`config.mk`:
```
export PLATFORM = sky130hd
export DESIGN_NAME = gas_level_pulse_encoder_flat
export DESIGN_NICKNAME = d
export VERILOG_FILES = /design/src/rtl/gas_level_pulse_encoder_pkg.sv /design/src/rtl/gas_level_pulse_encoder_if.sv /design/src/rtl/gas_level_pulse_encoder_cycle_down_counter.sv /design/src/rtl/gas_level_pulse_encoder.sv /design/src/flat_wrapper.sv
export SDC_FILE = /design/constraint.sdc
export NUM_CORES = 1
export LEC_CHECK = 0
export ABC_AREA = 1
export CORE_ASPECT_RATIO = 1.1
export CORE_MARGIN = 2
export CORE_UTILIZATION = 48
export DETAILED_ROUTE_END_ITERATION = 16
export PLACE_DENSITY = 0.84
export SLEW_MARGIN = 20
export SYNTH_ARGS = -nofsm -noshare
export SYNTH_HDL_FRONTEND = slang
export SYNTH_HIERARCHICAL = 1
export SYNTH_SLANG_ARGS = --single-unit
export TNS_END_PERCENT = 30
```
`constraint.sdc`:
```
create_clock -name clk -period 1.5 [get_ports clk]
set_clock_uncertainty 0.2 [all_clocks]
set_input_delay 0.3 -clock clk [delete_from_list [all_inputs] [get_ports clk]]
set_output_delay 0.3 -clock clk [all_outputs]
set_load 0.05 [all_outputs]
```
`src/rtl/gas_level_pulse_encoder_pkg.sv`:
```
// rtl/gas_level_pulse_encoder_pkg.sv - shared frame timing constants and FSM encoding
package gas_level_pulse_encoder_pkg;

  // Defaults shared with the detector so both ends agree on frame timing.
  localparam int GAS_LEVEL_W     = 3;
  localparam int GAS_GAP_CYCLES  = 4;
  localparam int GAS_IDLE_CYCLES = 8;

  typedef enum logic [1:0] {
    ST_IDLE  = 2'd0,
    ST_PULSE = 2'd1,
    ST_GAP   = 2'd2,
    ST_TAIL  = 2'd3
  } gas_state_t;

  function automatic int cnt_width(input int gap_cycles, input int idle_cycles);
    int longest;
    longest = (gap_cycles > idle_cycles) ? gap_cycles : idle_cycles;
    return $clog2(longest) + 1;
  endfunction

endpackage

```
`src/rtl/gas_level_pulse_encoder_if.sv`:
```
// rtl/gas_level_pulse_encoder_if.sv - level handshake and serial line bundle
interface gas_level_pulse_encoder_if #(
  parameter int LEVEL_W = 3
);
  logic [LEVEL_W-1:0] level_in;
  logic               level_valid;
  logic               level_ready;
  logic               dout;
  logic               busy;
  logic               frame_done;

  modport master (
    output level_in, level_valid,
    input  level_ready, dout, busy, frame_done
  );

  modport slave (
    input  level_in, level_valid,
    output level_ready, dout, busy, frame_done
  );
endinterface

```
`src/rtl/gas_level_pulse_encoder_cycle_down_counter.sv`:
```
// rtl/gas_level_pulse_encoder_cycle_down_counter.sv - loadable down-counter with zero flag
module cycle_down_counter #(
  parameter int W = 4
) (
  input  logic         clk,
  input  logic         arst,
  input  logic         load,
  input  logic [W-1:0] load_value,
  input  logic         en,
  output logic         zero
);
  logic [W-1:0] count;

  always_ff @(posedge clk) begin
    if (arst) begin
      count <= '0;
    end else if (load) begin
      count <= load_value;
    end else if (en && (count != '0)) begin
      count <= count - 1'b1;
    end
  end

  assign zero = (count == '0);
endmodule

```
`src/rtl/gas_level_pulse_encoder.sv`:
```
// rtl/gas_level_pulse_encoder.sv - serialises a gas level as a pulse-count frame
module gas_level_pulse_encoder
  import gas_level_pulse_encoder_pkg::*;
#(
  parameter int LEVEL_W     = GAS_LEVEL_W,
  parameter int GAP_CYCLES  = GAS_GAP_CYCLES,
  parameter int IDLE_CYCLES = GAS_IDLE_CYCLES
) (
  input  logic                      clk,
  input  logic                      arst,
  gas_level_pulse_encoder_if.slave  bus
);
  localparam int CNT_W = cnt_width(GAP_CYCLES, IDLE_CYCLES);

  gas_state_t         state;
  logic [LEVEL_W-1:0] level;
  logic [LEVEL_W:0]   pulses_sent;
  logic               dout_q;
  logic               busy_q;
  logic               ready_q;
  logic               done_q;

  logic               last_pulse;
  logic               cnt_load;
  logic [CNT_W-1:0]   cnt_load_value;
  logic               cnt_en;
  logic               cnt_zero;

  // One extra counter bit lets the maximum level send 2^LEVEL_W pulses without wrapping.
  assign last_pulse = (pulses_sent == {1'b0, level});

  always_comb begin
    cnt_load       = 1'b0;
    cnt_load_value = '0;
    cnt_en         = 1'b0;
    if (state == ST_PULSE) begin
      cnt_load       = 1'b1;
      cnt_load_value = last_pulse ? CNT_W'(IDLE_CYCLES - 1) : CNT_W'(GAP_CYCLES - 1);
    end
    if ((state == ST_GAP) || (state == ST_TAIL)) begin
      cnt_en = 1'b1;
    end
  end

  cycle_down_counter #(
    .W (CNT_W)
  ) u_timer (
    .clk        (clk),
    .arst       (arst),
    .load       (cnt_load),
    .load_value (cnt_load_value),
    .en         (cnt_en),
    .zero       (cnt_zero)
  );

  always_ff @(posedge clk) begin
    if (arst) begin
      state       <= ST_IDLE;
      level       <= '0;
      pulses_sent <= '0;
      dout_q      <= 1'b0;
      busy_q      <= 1'b0;
      ready_q     <= 1'b0;
      done_q      <= 1'b0;
    end else begin
      done_q <= 1'b0;
      case (state)
        ST_IDLE: begin
          if (ready_q && bus.level_valid) begin
            state       <= ST_PULSE;
            level       <= bus.level_in;
            pulses_sent <= '0;
            dout_q      <= 1'b1;
            busy_q      <= 1'b1;
            ready_q     <= 1'b0;
          end else begin
            ready_q <= 1'b1;
          end
        end
        ST_PULSE: begin
          dout_q <= 1'b0;
          if (last_pulse) begin
            state <= ST_TAIL;
          end else begin
            state       <= ST_GAP;
            pulses_sent <= pulses_sent + 1'b1;
          end
        end
        ST_GAP: begin
          if (cnt_zero) begin
            state  <= ST_PULSE;
            dout_q <= 1'b1;
          end
        end
        ST_TAIL: begin
          if (cnt_zero) begin
            state   <= ST_IDLE;
            busy_q  <= 1'b0;
            ready_q <= 1'b1;
            done_q  <= 1'b1;
          end
        end
        default: state <= ST_IDLE;
      endcase
    end
  end

  assign bus.dout        = dout_q;
  assign bus.busy        = busy_q;
  assign bus.level_ready = ready_q;
  assign bus.frame_done  = done_q;
endmodule
```
`src/flat_wrapper.sv`:
```
// flat-port wrapper written by rule: the top's interface ports become plain ports
module gas_level_pulse_encoder_flat import gas_level_pulse_encoder_pkg::*;
#(
  parameter int LEVEL_W     = GAS_LEVEL_W,
  parameter int GAP_CYCLES  = GAS_GAP_CYCLES,
  parameter int IDLE_CYCLES = GAS_IDLE_CYCLES
)
  (clk, arst, bus_level_in, bus_level_valid, bus_level_ready, bus_dout, bus_busy, bus_frame_done);
  gas_level_pulse_encoder_if #(.LEVEL_W(LEVEL_W)) bus_i ();
  input  logic clk;
  input  logic arst;
  input wire logic [$bits(bus_i.level_in)-1:0] bus_level_in;
  input wire logic [$bits(bus_i.level_valid)-1:0] bus_level_valid;
  output wire logic [$bits(bus_i.level_ready)-1:0] bus_level_ready;
  output wire logic [$bits(bus_i.dout)-1:0] bus_dout;
  output wire logic [$bits(bus_i.busy)-1:0] bus_busy;
  output wire logic [$bits(bus_i.frame_done)-1:0] bus_frame_done;
  assign bus_i.level_in = bus_level_in;
  assign bus_i.level_valid = bus_level_valid;
  assign bus_level_ready = bus_i.level_ready;
  assign bus_dout = bus_i.dout;
  assign bus_busy = bus_i.busy;
  assign bus_frame_done = bus_i.frame_done;
  gas_level_pulse_encoder #(.LEVEL_W(LEVEL_W), .GAP_CYCLES(GAP_CYCLES), .IDLE_CYCLES(IDLE_CYCLES)) u_core (.clk(clk), .arst(arst), .bus(bus_i));
endmodule
```
==> results of run 1 <==
## per-stage QoR
step / area [sq um] / setup WS (ns) / power, W / setup TNS (ns)
5_1_grt: 1170 / -0.00512 / 0.00286 / -0.00512
3_5_place_dp: 1100 / -0.197 / 0.00220 / -1.02
6_report: 1170 / 0.0935 / 0.00261 / 0
3_3_place_gp: 1100 / -0.132 / 0.00214 / -0.768
2_1_floorplan: 917 / 0.0453 / 0.00178 / 0
4_1_cts: 1140 / 0.0237 / 0.00250 / 0
## final cells by class
class	count	area [sq um]	share of cell area, %
flip-flops and latches	17	352	30.1
well taps	18	22.5	1.93
repair buffers	17	190	16.3
clock buffers	4	26.3	2.25
multi-input cells	93	493	42.2
inverters	22	83.8	7.18
## cell usage after synthesis (all sizes together)
| cell | instances |
|---|---|
| a21oi | 11 |
| a31oi | 2 |
| clkdlybuf4s18 | 1 |
| clkinv | 1 |
| conb | 1 |
| dfxtp | 17 |
| dlygate4sd1 | 1 |
| ha | 2 |
| inv | 21 |
| nand2 | 36 |
| nand3 | 10 |
| nand3b | 1 |
| nor2 | 17 |
| o21ai | 8 |
| o22ai | 1 |
| or2 | 1 |
| xnor2 | 1 |
| xor2 | 2 |
## per-layer routing
metal | vias to the layer above | part of all wire (%)
met2 | 26 | 49
met1 | 402 | 44
met4 | 0 | 3.1
met3 | 8 | 4.4
li1 | 457 | -
met5 | - | 0
## state kept, by name (all words and copies together), names as in the netlist
name                    flops
u_core/u_timer/count        4
u_core/bus.level_ready      1
u_core/level                3
u_core/bus.dout             1
u_core/bus.busy             1
u_core/pulses_sent          4
u_core/state                2
u_core/bus.frame_done       1
## what timing repair did
action / in CTS / in global routing
pin swaps: 1 / 3
buffers inserted: 0 / 1
endpoints found under the hold margin: 0 / 0
setup endpoints to repair: 2 / 9
gates cloned: 0 / 0
gates resized for setup: 2 / 11
## cell families (layout without fill, tap and decap cells)
kind of cell,Yosys count,in the layout,synth area share [%]
flip-flops,17,17,37.2
other,1,1,0.409
adder cells (fa/ha/maj),2,2,2.73
AND/OR/NAND/NOR,65,65,32.8
buffers and inverters,24,43,11.2
AO/OA/AOI/OAI,22,22,12.8
XOR/XNOR,3,3,2.87
## critical path: cells and delay by family
| kind | cells | cell delay, ns |
|---|---|---|
| and+or+nand+nor | 6 | 0.57 |
| buffers and inverters | 2 | 0.53 |
## where the power goes
part | internal [W] | switching (W) | total (W) | leakage, nW
clock network | 0.000103 | 0.000130 | 0.000233 | 0.0150
registers | 0.000637 | 0.000164 | 0.000801 | 0.142
logic | 0.000686 | 0.000893 | 0.00158 | 0.373
## path summary, 6_finish.rpt
kind | from | end | depth (start not counted)
worst max-delay path | bus_level_valid | u_core/pulses_sent[3]$_SDFFE_PP0P_ | 8
worst min-delay path | u_core/level[0]$_SDFFE_PP0P_ | u_core/level[0]$_SDFFE_PP0P_ | 2
worst min register to register | u_core/level[0]$_SDFFE_PP0P_ | u_core/level[0]$_SDFFE_PP0P_ | 2
worst max register to register | u_core/u_timer/count[0]$_SDFFE_PP0P_ | u_core/u_timer/count[2]$_SDFFE_PP0P_ | 9
==> results.py, run 1 <==
metrics = {
    "status": {
        "outcome": "completed",
    },
    "global_routing": {
        "grt_usage_pct": 20.2,
        "grt_use_met1_pct": 24.3,
        "overflow": 0,
        "grt_pass1_vias": 856,
        "grt_pass1_wl_mm": 3.45,
        "grt_max_degree": 10,
        "antenna_found_initial": 0,
        "grt_use_met3_pct": 4.03,
        "top_usage_layer": "met2",
        "use_met2_pct": 32.9,
    },
    "synth": {
        "syn_inst": 134,
        "synthTopCellsByArea": "dfxtp_1, nand2_1, inv_1",
        "synth_top_area_share_pct": 37.2,
        "synth.avg_cell_area_sq_um": 6.83,
        "synth_top_area_cell": "dfxtp_1",
        "synth.distinct_cells": 25,
        "yosysSeqAreaShare_pct": 37.2,
        "syn_nets": 142,
        "synth.ff_latch_count": 17,
        "syn_area_sq_um": 916,
        "yosys_warnings": 6,
    },
    "clock_tree": {
        "postCtsHoldBufs": 0,
        "clk_pin_slew_ns": 0.09,
        "htreeDepth": 1,
        "cts.sinks": 17,
        "cts_buffers": 3,
        "cts-root-buf": "clkbuf_4",
        "cts_tree": "done",
        "clock_latency_ns": 0.28,
        "clock_path_buffers": 2,
    },
    "drt": {
        "final_antenna_net_count": 0,
        "drt_iter0_drc": 23,
        "routed_wirelength_mm": 1.91,
        "drtPass1Iterations": 4,
        "wl_per_cell_um": 11.2,
        "vias_per_cell": 5.22,
        "vias": 893,
        "drcViolationCount": 0,
    },
    "sta": {
        "fin_crit_sh_pct": 93.8,
        "slew_violations": 0,
        "setup_viol": 0,
        "fin_hold_ws_ns": 0.276,
        "hold_violations": 0,
        "rsz0062_at_grt": "true",
        "fmax_ghz": 0.711,
        "period_minus_slack_ns": 1.41,
    },
    "pwr": {
        "p_leak_nw": 0.530,
        "power_density_mw_per_mm2": 2240,
        "peakVddDrop_uv": 1170,
    },
    "floorplanning": {
        "coreArea_sq_mm": 0.00178,
        "fp.dieH_um": 49.8,
        "io_pins": 10,
        "rows": 16,
        "start_util_pct": 51.4,
        "die_w_um": 45.7,
        "die-area_sq_mm": 0.00227,
    },
    "layout": {
        "area_delta_synth_final_pct": 27.5,
        "layout_commonest_cell": "nand2_1",
        "n_fill_cell": 161,
        "final_cells": 171,
        "final_layout_size_suffix_gt1_share_pct": 25.5,
        "nets": 162,
        "utilization_pct": 65.5,
        "antennaDiodeCount": 0,
        "final_cell_mix": "nand2_1, inv_1, nor2_1",
    },
    "hold_path": {
        "hold_path.class": "reg2reg",
    },
    "worst_setup_path": {
        "ff2ff_setup_slack_ns": 0.11,
        "slowest_stage": "clkdlybuf4s50_1",
        "worstPathCellList": "clkdlybuf4s50_1 -> nand2_1 -> nand2_2 -> inv_2 -> nor2_4 -> nand2_2 -> nor2_1 -> nor2_1",
        "cp_max_fo": 6,
        "arrival_ns": 1.39,
        "required_ns": 1.48,
        "endpoint_kind": "register",
        "start_kind": "primary input",
        "crit_type": "in2reg",
        "slowest_delay_ns": 0.48,
    },
    "place": {
        "gp_congestion": 0.825,
        "place_inst": 166,
        "portBuffers": 9,
        "dpl.hpwl_mm": 1.39,
    },
    "flow_run": {
        "cap_violations": 0,
    },
}
(Power assumes the default switching activity.)
==> inputs of run 2 (changes only) <==
SLEW_MARGIN = 30   (was 20)
==> results of run 2 <==
Final layout, timing and power as in run 1 (identical DEF).
==> inputs of run 3 (changes only) <==
ABC_CLOCK_PERIOD_IN_PS = 1500   (was unset)
==> results of run 3 <==
Final layout, timing and power as in run 1 (identical DEF).
